**config.mk**
```make
export PLATFORM = sky130hd
export DESIGN_NAME = uart_byte_tx_flat
export DESIGN_NICKNAME = d
export VERILOG_FILES = /design/src/rtl/uart_byte_tx_if.sv /design/src/rtl/uart_byte_tx.sv /design/src/flat_wrapper.sv
export SDC_FILE = /design/constraint.sdc
export NUM_CORES = 1
export LEC_CHECK = 0
export BUFFER_PORTS_ARGS = -buffer_cell sky130_fd_sc_hd__buf_2
export CAP_MARGIN = 40
export CORE_ASPECT_RATIO = 2
export CORE_MARGIN = 8
export CORE_UTILIZATION = 30
export DETAILED_ROUTE_END_ITERATION = 16
export MAX_ROUTING_LAYER = met4
export PLACE_DENSITY = 0.42
export SLEW_MARGIN = 10
export SYNTH_ARGS = -nofsm -noshare
export SYNTH_HDL_FRONTEND = slang
export SYNTH_SLANG_ARGS = --single-unit
```
**constraint.sdc**
```tcl
create_clock -name clk -period 5 [get_ports clk]
set_input_delay 0.25 -clock clk [delete_from_list [all_inputs] [get_ports clk]]
set_output_delay 0.25 -clock clk [all_outputs]
set_load 0.01 [all_outputs]
```
**src/rtl/uart_byte_tx_if.sv**
```systemverilog
// -----------------------------------------------------------------------------
// uart_byte_tx_if
//   Byte stream link between the 32-bit-to-byte separator (master) and the
//   UART byte transmitter (slave).
//
//   Signals
//     data_i   [7:0]  byte from the separator
//     valid_i         data_i is valid this cycle (push request)
//     ready_o         transmitter can take bytes; the separator may still
//                     issue one byte in the cycle after ready_o falls
//
//   Modports
//     master : separator side  (drives data_i/valid_i, reads ready_o)
//     slave  : transmitter side (reads data_i/valid_i, drives ready_o)
// -----------------------------------------------------------------------------
interface uart_byte_tx_if;
  logic [7:0] data_i;
  logic       valid_i;
  logic       ready_o;

  modport master (
    output data_i,
    output valid_i,
    input  ready_o
  );

  modport slave (
    input  data_i,
    input  valid_i,
    output ready_o
  );
endinterface

```
**src/rtl/uart_byte_tx.sv**
```systemverilog
// -----------------------------------------------------------------------------
// uart_byte_tx
//   Queues bytes from the separator in a small FIFO and serialises them onto
//   a UART TX line, 8N1, LSB first. Frames leave back to back while the FIFO
//   holds data; each serial bit lasts exactly CLKS_PER_BIT clocks.
//
//   Ports
//     clk         system clock, rising edge
//     rstn        asynchronous active-low reset; aborts any frame in flight
//     up          byte stream link (slave modport: data_i, valid_i, ready_o)
//     tx_o        UART serial line, idle high, registered
//     busy_o      a frame is on the line or the FIFO is non-empty
//     overflow_o  sticky: a byte was dropped because the FIFO was full
//     state_o     current transmit state (0 IDLE, 1 START, 2 DATA, 3 STOP)
//
//   Handshake: a byte is taken whenever valid_i is high and there is room
//   (FIFO not full, or a pop happens in the same cycle); there is no stall,
//   so a byte offered without room is dropped and flagged on overflow_o.
//   ready_o is high while at most FIFO_DEPTH-2 entries are used, which leaves
//   room for the one byte the separator can still issue after ready_o falls.
//
//   CLKS_PER_BIT = CLK_FREQ / BAUD_RATE must be >= 2; FIFO_DEPTH must be a
//   power of two and >= 4.
// -----------------------------------------------------------------------------
module uart_byte_tx #(
  parameter int CLK_FREQ   = 100_000_000,
  parameter int BAUD_RATE  = 115_200,
  parameter int FIFO_DEPTH = 4
) (
  input  logic          clk,
  input  logic          rstn,
  uart_byte_tx_if.slave up,
  output logic          tx_o,
  output logic          busy_o,
  output logic          overflow_o,
  output logic [1:0]    state_o
);

  localparam int CLKS_PER_BIT = CLK_FREQ / BAUD_RATE;
  localparam int CNT_W        = $clog2(CLKS_PER_BIT);
  localparam int PTR_W        = $clog2(FIFO_DEPTH);

  localparam logic [CNT_W-1:0] BAUD_LAST = CNT_W'(CLKS_PER_BIT - 1);
  localparam logic [PTR_W:0]   COUNT_FULL = (PTR_W + 1)'(FIFO_DEPTH);
  localparam logic [PTR_W:0]   READY_MAX  = (PTR_W + 1)'(FIFO_DEPTH - 2);

  typedef enum logic [1:0] {
    IDLE  = 2'd0,
    START = 2'd1,
    DATA  = 2'd2,
    STOP  = 2'd3
  } state_e;

  state_e           state_q, state_d;
  logic [CNT_W-1:0] baud_q, baud_d;
  logic [2:0]       idx_q, idx_d;
  logic [7:0]       shift_q, shift_d;
  logic             tx_d;

  logic [7:0]       mem [FIFO_DEPTH];
  logic [PTR_W-1:0] wr_ptr_q, rd_ptr_q;
  logic [PTR_W:0]   count_q, count_d;

  logic push, pop, drop, fifo_empty, baud_last;

  // ---------------------------------------------------------------------------
  // FIFO control
  // ---------------------------------------------------------------------------
  assign fifo_empty = (count_q == '0);
  // A pop in the same cycle frees the slot, so a full FIFO can still accept.
  assign push       = up.valid_i && ((count_q != COUNT_FULL) || pop);
  assign drop       = up.valid_i && !push;

  always_comb begin
    count_d = count_q;
    case ({push, pop})
      2'b10:   count_d = count_q + (PTR_W + 1)'(1);
      2'b01:   count_d = count_q - (PTR_W + 1)'(1);
      default: count_d = count_q;
    endcase
  end

  assign up.ready_o = (count_q <= READY_MAX);
  assign busy_o     = (state_q != IDLE) || !fifo_empty;
  assign state_o    = state_q;

  // ---------------------------------------------------------------------------
  // Transmit FSM: next state, baud counter, bit index, pop request
  // ---------------------------------------------------------------------------
  assign baud_last = (baud_q == BAUD_LAST);

  always_comb begin
    state_d = state_q;
    baud_d  = baud_q;
    idx_d   = idx_q;
    pop     = 1'b0;

    case (state_q)
      IDLE: begin
        baud_d = '0;
        if (!fifo_empty) begin
          pop     = 1'b1;
          state_d = START;
        end
      end

      START: begin
        if (baud_last) begin
          baud_d  = '0;
          idx_d   = '0;
          state_d = DATA;
        end else begin
          baud_d = baud_q + CNT_W'(1);
        end
      end

      DATA: begin
        if (baud_last) begin
          baud_d = '0;
          if (idx_q == 3'd7) begin
            state_d = STOP;
          end else begin
            idx_d = idx_q + 3'd1;
          end
        end else begin
          baud_d = baud_q + CNT_W'(1);
        end
      end

      STOP: begin
        if (baud_last) begin
          baud_d = '0;
          // Chain straight into the next start bit when data is waiting.
          if (!fifo_empty) begin
            pop     = 1'b1;
            state_d = START;
          end else begin
            state_d = IDLE;
          end
        end else begin
          baud_d = baud_q + CNT_W'(1);
        end
      end

      default: begin
        state_d = IDLE;
        baud_d  = '0;
      end
    endcase
  end

  assign shift_d = pop ? mem[rd_ptr_q] : shift_q;

  // The line level is computed from the next state so the registered tx_o
  // changes on the same edge as the state register, without a cycle of lag.
  always_comb begin
    tx_d = 1'b1;
    case (state_d)
      START:   tx_d = 1'b0;
      DATA:    tx_d = shift_d[idx_d];
      default: tx_d = 1'b1;
    endcase
  end

  // ---------------------------------------------------------------------------
  // Registers
  // ---------------------------------------------------------------------------
  always_ff @(posedge clk or negedge rstn) begin
    if (!rstn) begin
      state_q    <= IDLE;
      baud_q     <= '0;
      idx_q      <= '0;
      shift_q    <= '0;
      tx_o       <= 1'b1;
      wr_ptr_q   <= '0;
      rd_ptr_q   <= '0;
      count_q    <= '0;
      overflow_o <= 1'b0;
    end else begin
      state_q <= state_d;
      baud_q  <= baud_d;
      idx_q   <= idx_d;
      shift_q <= shift_d;
      tx_o    <= tx_d;
      count_q <= count_d;
      // Pointers wrap naturally because FIFO_DEPTH is a power of two.
      if (push) begin
        wr_ptr_q <= wr_ptr_q + PTR_W'(1);
      end
      if (pop) begin
        rd_ptr_q <= rd_ptr_q + PTR_W'(1);
      end
      if (drop) begin
        overflow_o <= 1'b1;
      end
    end
  end

  // Storage needs no reset: reset empties the FIFO through the pointers.
  always_ff @(posedge clk) begin
    if (push) begin
      mem[wr_ptr_q] <= up.data_i;
    end
  end

endmodule
```
**src/flat_wrapper.sv**
```systemverilog
// flat-port wrapper written by rule: the top's interface ports become plain ports
module uart_byte_tx_flat 
#(
  parameter int CLK_FREQ   = 100_000_000,
  parameter int BAUD_RATE  = 115_200,
  parameter int FIFO_DEPTH = 4
)
  (clk, rstn, tx_o, busy_o, overflow_o, state_o, up_data_i, up_valid_i, up_ready_o);
  uart_byte_tx_if up_i ();
  input  logic clk;
  input  logic rstn;
  output logic tx_o;
  output logic busy_o;
  output logic overflow_o;
  output logic [1:0] state_o;
  input wire logic [$bits(up_i.data_i)-1:0] up_data_i;
  input wire logic [$bits(up_i.valid_i)-1:0] up_valid_i;
  output wire logic [$bits(up_i.ready_o)-1:0] up_ready_o;
  assign up_i.data_i = up_data_i;
  assign up_i.valid_i = up_valid_i;
  assign up_ready_o = up_i.ready_o;
  uart_byte_tx #(.CLK_FREQ(CLK_FREQ), .BAUD_RATE(BAUD_RATE), .FIFO_DEPTH(FIFO_DEPTH)) u_core (.clk(clk), .rstn(rstn), .up(up_i), .tx_o(tx_o), .busy_o(busy_o), .overflow_o(overflow_o), .state_o(state_o));
endmodule
```
==> results.md <==
- GRT overflow: 0
- Post-cts resize count: 0
- Pleak: 1.42 nW
- Design area: 3470 um^2
- DRC: 0
- Slew Limit Fails: 0
- Synth cell types: 45
- Gp weighted congestion: 0.695
- Clk Latency, worst-skew pair: 0.33 ns
- Core Box Area: 9640 um^2
- Clk_skew: 0.00825 ns
- Number of synthesized register bits: 64
- I/O pin cnt: 17
- DIE WIDTH: 86.0 um
- Worst R2R Start: u_core.baud_q[0]
- Synth-to-layout area growth: 18.0%
- Sequential share of the synthesized area: 60.0%
- Fraction of layout instances using a drive strength above 1: 26.0%
- Worst hold slack: -0.0197 ns
- TritonRoute pass-1 iters: 4
- Syn Nets: 227
- Peak Freq: 340 MHz
- Die area: 13400 um^2
- Reg clk slew, reported paths: 0.06 ns
- Max-Cap Viols: 0
- Top-count cell post-synth: edfxtp_1
- H-tree depth: 3
- Worst Path Max Fanout: 6
- Cell Rows: 51
- Yosys Warn Count: 0
- PD cells: 615 nW/um^2
- Vias in the first global route: 1886
- Via/cell ratio: 4.47
- Routed via count: 1624
- Worst EP required: 5.25 ns
- Tot Pwr: 2.13 mW
- Initial Util: 30.5%
- Die Y: 156 um
- First-pass GRT wire length: 9.44 mm
- N_diodes: 0
- Post-synth top cells: edfxtp_1, dfrtp_1, inv_1
- DP Area: 3160 um^2
- Final Hold Fails: 12
- Mapped Cells: 203
- Area share of the largest cell type after synthesis: 32.7%
- Nets@finish: 250
- CTS Buf Count: 9
- CTS root buf: clkbuf_16
- Final period util: 58.7%
- TritonCTS clock tree: yes
- Crit path launch: u_core.baud_q[0]
- R2R Setup Slk: 2.06 ns
- Final min period: 2.94 ns
- PortBufs: 16
- Syn avg cell area: 14.5 um^2
- Slew margin rel.: 48.9%
- Status: finished with violations
- Setup TNS: 0 ns
- DRT Wirelength: 5.64 mm
- IR drop worst, VDD: 0.261 mV
- CTS Sinks: 64
- Worst slew pin tran: 0.767 ns
- Post-synth design cell area: 2940 um^2
- Crit path arrival time: 3.19 ns
- Critical path class: reg2reg
- Initial antenna violation count: 0
- Initial DRC Count: 87
- Longest Clk Path Bufs: 2
- Dpl hpwl: 4.11 mm
- CTS Hold Buffers Added: 0
- Largest cells by area after synthesis: edfxtp_1, dfrtp_1, mux4_2
- Final setup viols: 0
- Endpoint class of the critical path: flip-flop
- Wire per inst: 15.5 um
- Top_reg_cell synth: edfxtp_1
- Startpoint type of the worst setup path: flip-flop
- Failing checks: hold timing
- Ys async rst share: 50.0%
- Unrepaired setup endpoints after global routing: false
- Post-CTS Setup Bufs: 0
- Pin count of the biggest net entering global routing: 33
- All-Layer GR Usage: 9.78%
- Cell taking the most area after synthesis: edfxtp_1
- Final ANT Viol Nets: 0
- Hold Path Class: in2async
- Number of flops mapped to enable cells by yosys: 32
[where the power goes]
group	internal [mW]	total [mW]	leakage (nW)	switching [mW]
logic	0.318	0.676	0.581	0.358
clock network	0.390	0.629	0.147	0.238
registers	0.714	0.825	0.692	0.111
[registers in the layout (all words and copies together) (netlist names)]
signal             count
u_core.rd_ptr_q        2
u_core.wr_ptr_q        2
u_core.baud_q         10
u_core.shift_q         8
u_core.count_q         3
u_core.state_o         2
u_core.mem            32
u_core.tx_o            1
u_core.overflow_o      1
u_core.idx_q           3
[layout by cell type (no fill, tap or decap), types with 6 or more instances in the layout]
cell / synthesis / layout
buf_2: 0 / 16
edfxtp_1: 32 / 32
mux2i_1: 6 / 6
clkbuf_16: 0 / 9
ha_1: 12 / 12
mux4_2: 7 / 7
mux2_2: 7 / 7
xor2_1: 8 / 8
nor2_1: 13 / 13
nand2_1: 13 / 13
xnor2_1: 6 / 6
dfrtp_1: 31 / 31
inv_1: 15 / 15
[cell type report]
cell class | count | area (um^2)
clock buffer | 9 | 225
clock inverter | 7 | 77.6
tap | 132 | 165
multi-input combinational | 119 | 1090
sequential | 64 | 1760
fill | 934 | 6170
inverter | 15 | 56.3
timing repair buffer | 17 | 87.6
[routing by layer]
layer,vias to the layer above,global-route usage (%),share of wire [%]
met3,7,2.43,2.4
li1,788,-,-
met4,0,5.56,2.0
met5,-,-,0
met2,18,17.8,58
met1,811,8.89,38
[worst max-delay path: stages (launching register included)]
cell       delay [ns]
dfrtp_1          0.40
ha_1             0.25
nor4b_4          0.16
a41oi_1          0.35
o2111ai_1        0.28
and2_1           0.29
inv_1            0.08
ha_1             0.17
inv_1            0.06
fa_1             0.42
xor2_1           0.15
nor2_1           0.11
xor2_1           0.15
[worst paths after layout]
check,to,depth (start not counted)
worst max-delay path,u_core.count_q[2],12
worst min-delay path,u_core.baud_q[3],1
worst max register to register,u_core.count_q[2],12
worst min register to register,u_core.overflow_o,1
max in group asynchronous,u_core.wr_ptr_q[1],1
min in group clk,u_core.mem[3][1],1
[through the flow]
step | hold slack [ns] | util (%) | worst slack, ns | std cells
6_report | -0.0197 | 36.0 | 2.06 | 363
3_3_place_gp | 0.381 | 32.7 | 1.82 | 346
5_1_grt | 0.0510 | 36.0 | 1.76 | 363
4_1_cts | 0.0227 | 36.0 | 2.02 | 363
2_1_floorplan | -0.0456 | - | 2.38 | 203
3_5_place_dp | 0.382 | 32.8 | 2.03 | 347
[logic make-up after synthesis]
kind of cell	after synthesis	synth area share, %
mux	22	11.5
compound gates	20	6.48
flops	64	60.0
fa+ha+maj	13	5.79
buf+inv	20	2.81
xor+xnor	14	4.18
simple gates	50	9.20
(Power assumes the default switching activity.)
